`config.mk`:
```
export PLATFORM = sky130hd
export DESIGN_NAME = fetch_unit_flat
export DESIGN_NICKNAME = d
export VERILOG_FILES = /design/src/rtl/fetch_unit_if.sv /design/src/rtl/fetch_unit.sv /design/src/flat_wrapper.sv
export SDC_FILE = /design/constraint.sdc
export NUM_CORES = 1
export LEC_CHECK = 0
export ABC_CLOCK_PERIOD_IN_PS = 1300
export CAP_MARGIN = 15
export CORE_AREA = 2 2 63 110
export DETAILED_ROUTE_END_ITERATION = 8
export DIE_AREA = 0 0 65 112
export PLACE_DENSITY = 0.52
export SYNTH_ARGS = -nofsm -noshare
export SYNTH_HDL_FRONTEND = slang
export SYNTH_SLANG_ARGS = --single-unit
```
`constraint.sdc`:
```
create_clock -name clk -period 1.3 [get_ports clk]
set_input_delay 0.26 -clock clk [delete_from_list [all_inputs] [get_ports clk]]
set_output_delay 0.26 -clock clk [all_outputs]
set_load 0.05 [all_outputs]
```
`src/rtl/fetch_unit_if.sv`:
```
// Bundle of the fetch unit's program-memory read port, branch redirect and
// downstream instruction handshake.
interface fetch_unit_if;
    logic [7:0] mem_addr;
    logic [7:0] mem_rdata;
    logic       branch_valid;
    logic [7:0] branch_target;
    logic       instr_valid;
    logic       instr_ready;
    logic [7:0] instr_opcode;
    logic [7:0] instr_operand;
    logic [7:0] instr_pc;
    logic       halted;

    modport master (
        output mem_addr,
        input  mem_rdata,
        input  branch_valid,
        input  branch_target,
        output instr_valid,
        input  instr_ready,
        output instr_opcode,
        output instr_operand,
        output instr_pc,
        output halted
    );

    modport slave (
        input  mem_addr,
        output mem_rdata,
        output branch_valid,
        output branch_target,
        input  instr_valid,
        output instr_ready,
        input  instr_opcode,
        input  instr_operand,
        input  instr_pc,
        input  halted
    );
endinterface

```
`src/rtl/fetch_unit.sv`:
```
// Byte-serial instruction fetch: reads one- or two-byte instructions from a
// 256x8 program memory and offers them downstream through a valid/ready hold.
module fetch_unit (
    input  logic         clk,
    input  logic         rst,
    fetch_unit_if.master bus
);
    typedef enum logic [1:0] {
        FETCH_OP  = 2'd0,
        FETCH_ARG = 2'd1,
        HOLD      = 2'd2,
        HALTED    = 2'd3
    } state_t;

    localparam logic [7:0] HALT_OP = 8'hFF;

    state_t     state;
    logic [7:0] pc;

    // Bit 7 selects a two-byte instruction, except HALT which is always one byte.
    function automatic logic is_two_byte(input logic [7:0] op);
        return op[7] && (op != HALT_OP);
    endfunction

    assign bus.mem_addr = pc;

    // NOTE: all state and registered outputs use non-blocking assignments so every
    // branch of the case reads the pre-edge values of pc and instr_opcode.
    always_ff @(posedge clk) begin
        if (rst) begin
            state             <= FETCH_OP;
            pc                <= 8'h00;
            bus.instr_valid   <= 1'b0;
            bus.instr_opcode  <= 8'h00;
            bus.instr_operand <= 8'h00;
            bus.instr_pc      <= 8'h00;
            bus.halted        <= 1'b0;
        end else if (bus.branch_valid) begin
            // A redirect drops any partial or held instruction, even one being accepted.
            state           <= FETCH_OP;
            pc              <= bus.branch_target;
            bus.instr_valid <= 1'b0;
            bus.halted      <= 1'b0;
        end else begin
            case (state)
                FETCH_OP: begin
                    bus.instr_opcode <= bus.mem_rdata;
                    bus.instr_pc     <= pc;
                    pc               <= pc + 8'd1;
                    if (is_two_byte(bus.mem_rdata)) begin
                        state <= FETCH_ARG;
                    end else begin
                        bus.instr_operand <= 8'h00;
                        bus.instr_valid   <= 1'b1;
                        state             <= HOLD;
                    end
                end
                FETCH_ARG: begin
                    bus.instr_operand <= bus.mem_rdata;
                    pc                <= pc + 8'd1;
                    bus.instr_valid   <= 1'b1;
                    state             <= HOLD;
                end
                HOLD: begin
                    if (bus.instr_ready) begin
                        bus.instr_valid <= 1'b0;
                        if (bus.instr_opcode == HALT_OP) begin
                            bus.halted <= 1'b1;
                            state      <= HALTED;
                        end else begin
                            state <= FETCH_OP;
                        end
                    end
                end
                HALTED: begin
                    state <= HALTED;
                end
                default: begin
                    state <= FETCH_OP;
                end
            endcase
        end
    end
endmodule

```
`src/flat_wrapper.sv`:
```
// flat-port wrapper written by rule: the top's interface ports become plain ports
module fetch_unit_flat 
  (clk, rst, bus_mem_addr, bus_mem_rdata, bus_branch_valid, bus_branch_target, bus_instr_valid, bus_instr_ready, bus_instr_opcode, bus_instr_operand, bus_instr_pc, bus_halted);
  fetch_unit_if bus_i ();
  input  logic clk;
  input  logic rst;
  output wire logic [$bits(bus_i.mem_addr)-1:0] bus_mem_addr;
  input wire logic [$bits(bus_i.mem_rdata)-1:0] bus_mem_rdata;
  input wire logic [$bits(bus_i.branch_valid)-1:0] bus_branch_valid;
  input wire logic [$bits(bus_i.branch_target)-1:0] bus_branch_target;
  output wire logic [$bits(bus_i.instr_valid)-1:0] bus_instr_valid;
  input wire logic [$bits(bus_i.instr_ready)-1:0] bus_instr_ready;
  output wire logic [$bits(bus_i.instr_opcode)-1:0] bus_instr_opcode;
  output wire logic [$bits(bus_i.instr_operand)-1:0] bus_instr_operand;
  output wire logic [$bits(bus_i.instr_pc)-1:0] bus_instr_pc;
  output wire logic [$bits(bus_i.halted)-1:0] bus_halted;
  assign bus_mem_addr = bus_i.mem_addr;
  assign bus_i.mem_rdata = bus_mem_rdata;
  assign bus_i.branch_valid = bus_branch_valid;
  assign bus_i.branch_target = bus_branch_target;
  assign bus_instr_valid = bus_i.instr_valid;
  assign bus_i.instr_ready = bus_instr_ready;
  assign bus_instr_opcode = bus_i.instr_opcode;
  assign bus_instr_operand = bus_i.instr_operand;
  assign bus_instr_pc = bus_i.instr_pc;
  assign bus_halted = bus_i.halted;
  fetch_unit u_core (.clk(clk), .rst(rst), .bus(bus_i));
endmodule
```
# Word-level counts from Yosys, hierarchy flattened
# Index checks and enable logic that the tools add are counted.
# totals
regBits	36
inputBits	20
output_inout_bits	34
word_cells	38
# op_classes
add_sub_neg	1
n_eq_ne	7
muxes	11
bitwise_logic	1
n_reduce_logical	11
# op_table
operator	n
$mux W8	3
$pmux W8 S2	1
$reduce_and A3 Y1	3
$add A8 B1 Y8 const B	1
$eq A8 B8 Y1 const B	1
$ne A8 B8 Y1 const B	1
$pmux W2 S4	1
$mux W2	3
$eq A2 B2 Y1 const B	2
$ne A2 B2 Y1 const B	2
$reduce_bool A2 Y1	2
$reduce_or A2 Y1	2
$pmux W1 S3	1
$reduce_bool A3 Y1	1
$eq A2 B1 Y1 const B	1
$logic_not A2 Y1	1
$mux W1	2
$reduce_and A2 Y1	1
$logic_and A1 B1 Y1	1
$not A1 Y1	1

# Depth between registers and ports, before layout
# logic_depth
ltp_word	4
ltp_mapped	5
depth_no_buf	4

# Worst setup path after synthesis
# OpenSTA, ideal clock, no wires.
# synth_timing
kind	reg-to-reg
startpoint	register u_core.pc[0] (netlist: u_core.bus.mem_addr[0])
endpoint	register u_core.pc[6] (netlist: u_core.bus.mem_addr[6])
setup_ns	0.120
t_arrival_ns	1.547
t_required_ns	1.180
setup_slack_ns	-0.367
stages_incl_launch_ff	5
path_buffers	0
synth_period_minus_slack_ns	1.667
path_cell_list	dfxtp_1 > ha_1 > inv_1 > o31a_1 > o31a_1
# synth_between
elab_chain_cells	3
# synth_rtl
item	line	source
from (decl)	fetch_unit.sv:18	logic [7:0] pc;
from (signal assigned)	fetch_unit.sv:41	pc <= bus.branch_target;
from (signal assigned)	fetch_unit.sv:49	pc <= pc + 8'd1;
from (signal assigned)	fetch_unit.sv:60	pc <= pc + 8'd1;
$add A8 B1 Y8	fetch_unit.sv:49, fetch_unit.sv:60	
$mux W8	--	
$mux W8	fetch_unit.sv:38	end else if (bus.branch_valid) begin
# Every way passes these cells. The select of a mux whose other input is x is not followed.
# A chain may end at the register's enable or synchronous reset.

# Final worst setup path
# layout_timing
startpoint	register u_core.state[1]
endpoint	register u_core.pc[5] (netlist: u_core.bus.mem_addr[5])
# layout_between
elab_chain_cells	3
elab_cells_between_ends	4
cone_classes	eq/ne (1); reduce/logical (3)
# layout_rtl
item	line	source
from (decl)	fetch_unit.sv:17	state_t state;
from (signal assigned)	fetch_unit.sv:31	state <= FETCH_OP;
from (signal assigned)	fetch_unit.sv:40	state <= FETCH_OP;
from (signal assigned)	fetch_unit.sv:51	state <= FETCH_ARG;
$eq A2 B1 Y1 / $logic_not A2 Y1 (equally long branches)	fetch_unit.sv:45	case (state)
$reduce_or A2 Y1 (no line) *	--	
$reduce_bool A2 Y1 (no line) *	--	
# Mark *: on every way between the ends. The rest lies on a longest branch, timed or not.

==> flow_metrics.tcl <==
set metrics [dict create \
    syn_avg_cell_area_um2 8.439 \
    viasPerCell 4.700 \
    fin_crit_sh_pct 98.78 \
    area_delta_synth_final_pct 97.91 \
    yosysMostFrequentCell "nand2_1" \
    routed_wl_um 5091 \
    crit_path_start_kind "flop" \
    num_rows 39 \
    design_area_um2 3073 \
    ys_warn_count 0 \
    cts_tree "yes" \
    grt_max_degree 17 \
    critical_path.max_fanout 7 \
    relSlewSlack_pct 75.34 \
    cp-startpoint "u_core.state[1]" \
    timing.fmax_ghz 0.7787 \
    ys_ff_latch 36 \
    yosys.cell_types.count 34 \
    yosysTopAreaCell "dfxtp_1" \
    synth_top_area_share_pct 46.41 \
    cts_buffers 5 \
    total_power_mw 3.140 \
    worst_pin_slew_ns 0.3695 \
    die-area_um2 7280 \
    core_um2 6392 \
    hold_start "bus_mem_rdata[4]" \
    clock_path_buffers 2 \
    reg2reg_to "u_core.bus.mem_addr[5]" \
    synth_area_leaders "dfxtp_1 (46%), nand2_1 (11%), a21oi_1 (8.7%), a311oi_1 (6.2%), nor2_1 (1.9%)" \
    holdPathStages 4 \
    first_global_vias 1669 \
    wl_met1_um 1867 \
    drc_errors 0 \
    ant_nets 0 \
    fin_skew_ns 0.004255 \
    dominantRegCellSynth "dfxtp_1" \
    ios 54 \
    crit_required_ns 1.48 \
    die_h_um 112 \
    cts_hold_buf 0 \
    leakagePower_nw 1.188 \
    initial_core_util_pct 24.29 \
    async_reset_ff_share_pct 0 \
    rsz0062_at_grt "true" \
    setup_tns_ns 0 \
    holdPathEnd "u_core.bus.instr_opcode[4]" \
    place.gp.congestion 0.8195 \
    reg2reg_slack_ns 0.02 \
    ff2ff_path_depth 3 \
    rr_startpoint "u_core.state[1]" \
    path_class "reg -> reg" \
    worstPathArrival_ns 1.47 \
    finalSetupViolations 0 \
    grt.overflow.total 0 \
    hold_viol 0 \
    die_w_um 65 \
    portBuffers 53 \
    hpwl_um 3887 \
    drt_iter0_markers 120 \
    synthCells 184 \
    synth-edff-count 0 \
    top_layer "met4" \
    met2WireLength_um 2811 \
    vias 1678 \
    nNetsFinal 295 \
    cts.sinks 36 \
    powerDensity_nw_per_um2 1022 \
    clk_pin_slew_ns 0.05 \
    grt_use_total_pct 14.88 \
    antenna_found_initial 0 \
    end_kind "flop" \
    diodes 0 \
    drt-wirelength-per-cell_um 14.26 \
    yosysSeqAreaShare_pct 46.41 \
    whs_ns 0.3972 \
    htreeDepth 2 \
    firstDrtPassIters 4 \
    layout-drive-gt1-share_pct 39.64 \
    root_buffer "clkbuf_16" \
    max-cap-violations 0 \
    wl_met3_um 233 \
    clkLatencyLatePin_ns 0.27 \
    synth_commonest_cells "nand2_1 (45), dfxtp_1 (36), a21oi_1 (27)" \
    slew_viol_final 0 \
    dpl_cell_area_um2 2839 \
    hold_path_class "in -> reg" \
    status "finished, final reports clean" \
    grt_pass1_wl_um 8335 \
    fin_crit_ns 1.284 \
    synthesis.nets 205 \
    irDropWorstVdd_v 0.0005159 \
    syn_area_um2 1553 \
]
where the power goes:
group / total [mW] / switching [mW] / internal, mW
combinational: 0.793 / 0.392 / 0.401
clock: 1.13 / 0.424 / 0.707
sequential: 1.22 / 0.0639 / 1.15
total: 3.14 / 0.880 / 2.26
sequential cells by signal, summed over array words and instances, names as in the netlist:
| register | cells |
|---|---|
| u_core.bus.halted | 1 |
| u_core.bus.instr_opcode | 8 |
| u_core.bus.instr_operand | 8 |
| u_core.bus.instr_pc | 8 |
| u_core.bus.instr_valid | 1 |
| u_core.bus.mem_addr | 8 |
| u_core.state | 2 |
worst max-delay path by stage:
stage	to	cells past startpoint
2_1_floorplan	u_core.bus.mem_addr[6]	4
3_3_place_gp	u_core.bus.instr_operand[7]	4
3_5_place_dp	u_core.bus.instr_operand[3]	4
6_report	u_core.bus.mem_addr[5]	3
4_1_cts	u_core.bus.instr_opcode[2]	5
5_1_grt	u_core.bus.mem_addr[5]	3
worst max-delay path: stages (launching register included):
cell and delay [ns]:
dfxtp_2 0.33, buf_4 0.15, or4_1 0.50, a311oi_1 0.21
area by class of cell:
| type | count | area [um^2] |
|---|---|---|
| clock buffer | 7 | 132.6 |
| fill | 604 | 3319 |
| multi-input combinational | 130 | 788.3 |
| timing repair buffer | 95 | 1246 |
| inverter | 6 | 22.52 |
| sequential | 36 | 775.7 |
| tap | 82 | 102.6 |
| clock inverter | 1 | 5.005 |
cell usage in the layout, fill, tap and decap left out, drive strengths merged, types with 2 or more instances in the layout:
cell type,instances
a211oi,2
a21oi,27
a311oi,11
buf,76
clkbuf,7
clkdlybuf4s50,13
dfxtp,36
dlymetal6s2s,5
inv,6
nand2,45
nand3,2
nand4,4
nand4b,3
nor2,8
nor3,3
o21ai,3
o31a,2
or3,3
xor2,2
per-stage QoR:
stage               std cells  util [%]  setup WS (ns)
CTS                       355     46.68      0.0006284
global placement          347     44.41        -0.3587
finish                    357     48.07        0.01587
floorplan                 184         -       -0.03519
detailed placement        347     44.41        -0.4447
global route              357     48.07       -0.03240
kinds of logic (layout without fill, tap and decap cells):
logic type / after synthesis / in the layout / synth area share [%]
AND/OR/NAND/NOR: 73 / 73 / 22.24
AO/OA/AOI/OAI: 52 / 52 / 22.40
flip-flops: 36 / 36 / 46.41
buffers and inverters: 18 / 109 / 5.721
XOR/XNOR: 3 / 3 / 1.692
adder cells (fa/ha/maj): 1 / 1 / 0.8057
multiplexers: 1 / 1 / 0.7252
repair_timing:
| action | in CTS | in global routing |
|---|---|---|
| gates cloned | 0 | 0 |
| buffers inserted | 0 | 2 |
| gates resized for setup | 4 | 17 |
| pin swaps | 5 | 2 |
| endpoints found under the setup margin | 14 | 33 |
metal layers:
metal,track usage [%],vias to the layer above
met4,8.511,0
li1,-,841
met1,15.64,770
met2,26.19,53
met3,3.636,14
met5,0,-
No activity file was read; power rests on OpenSTA's default activity.
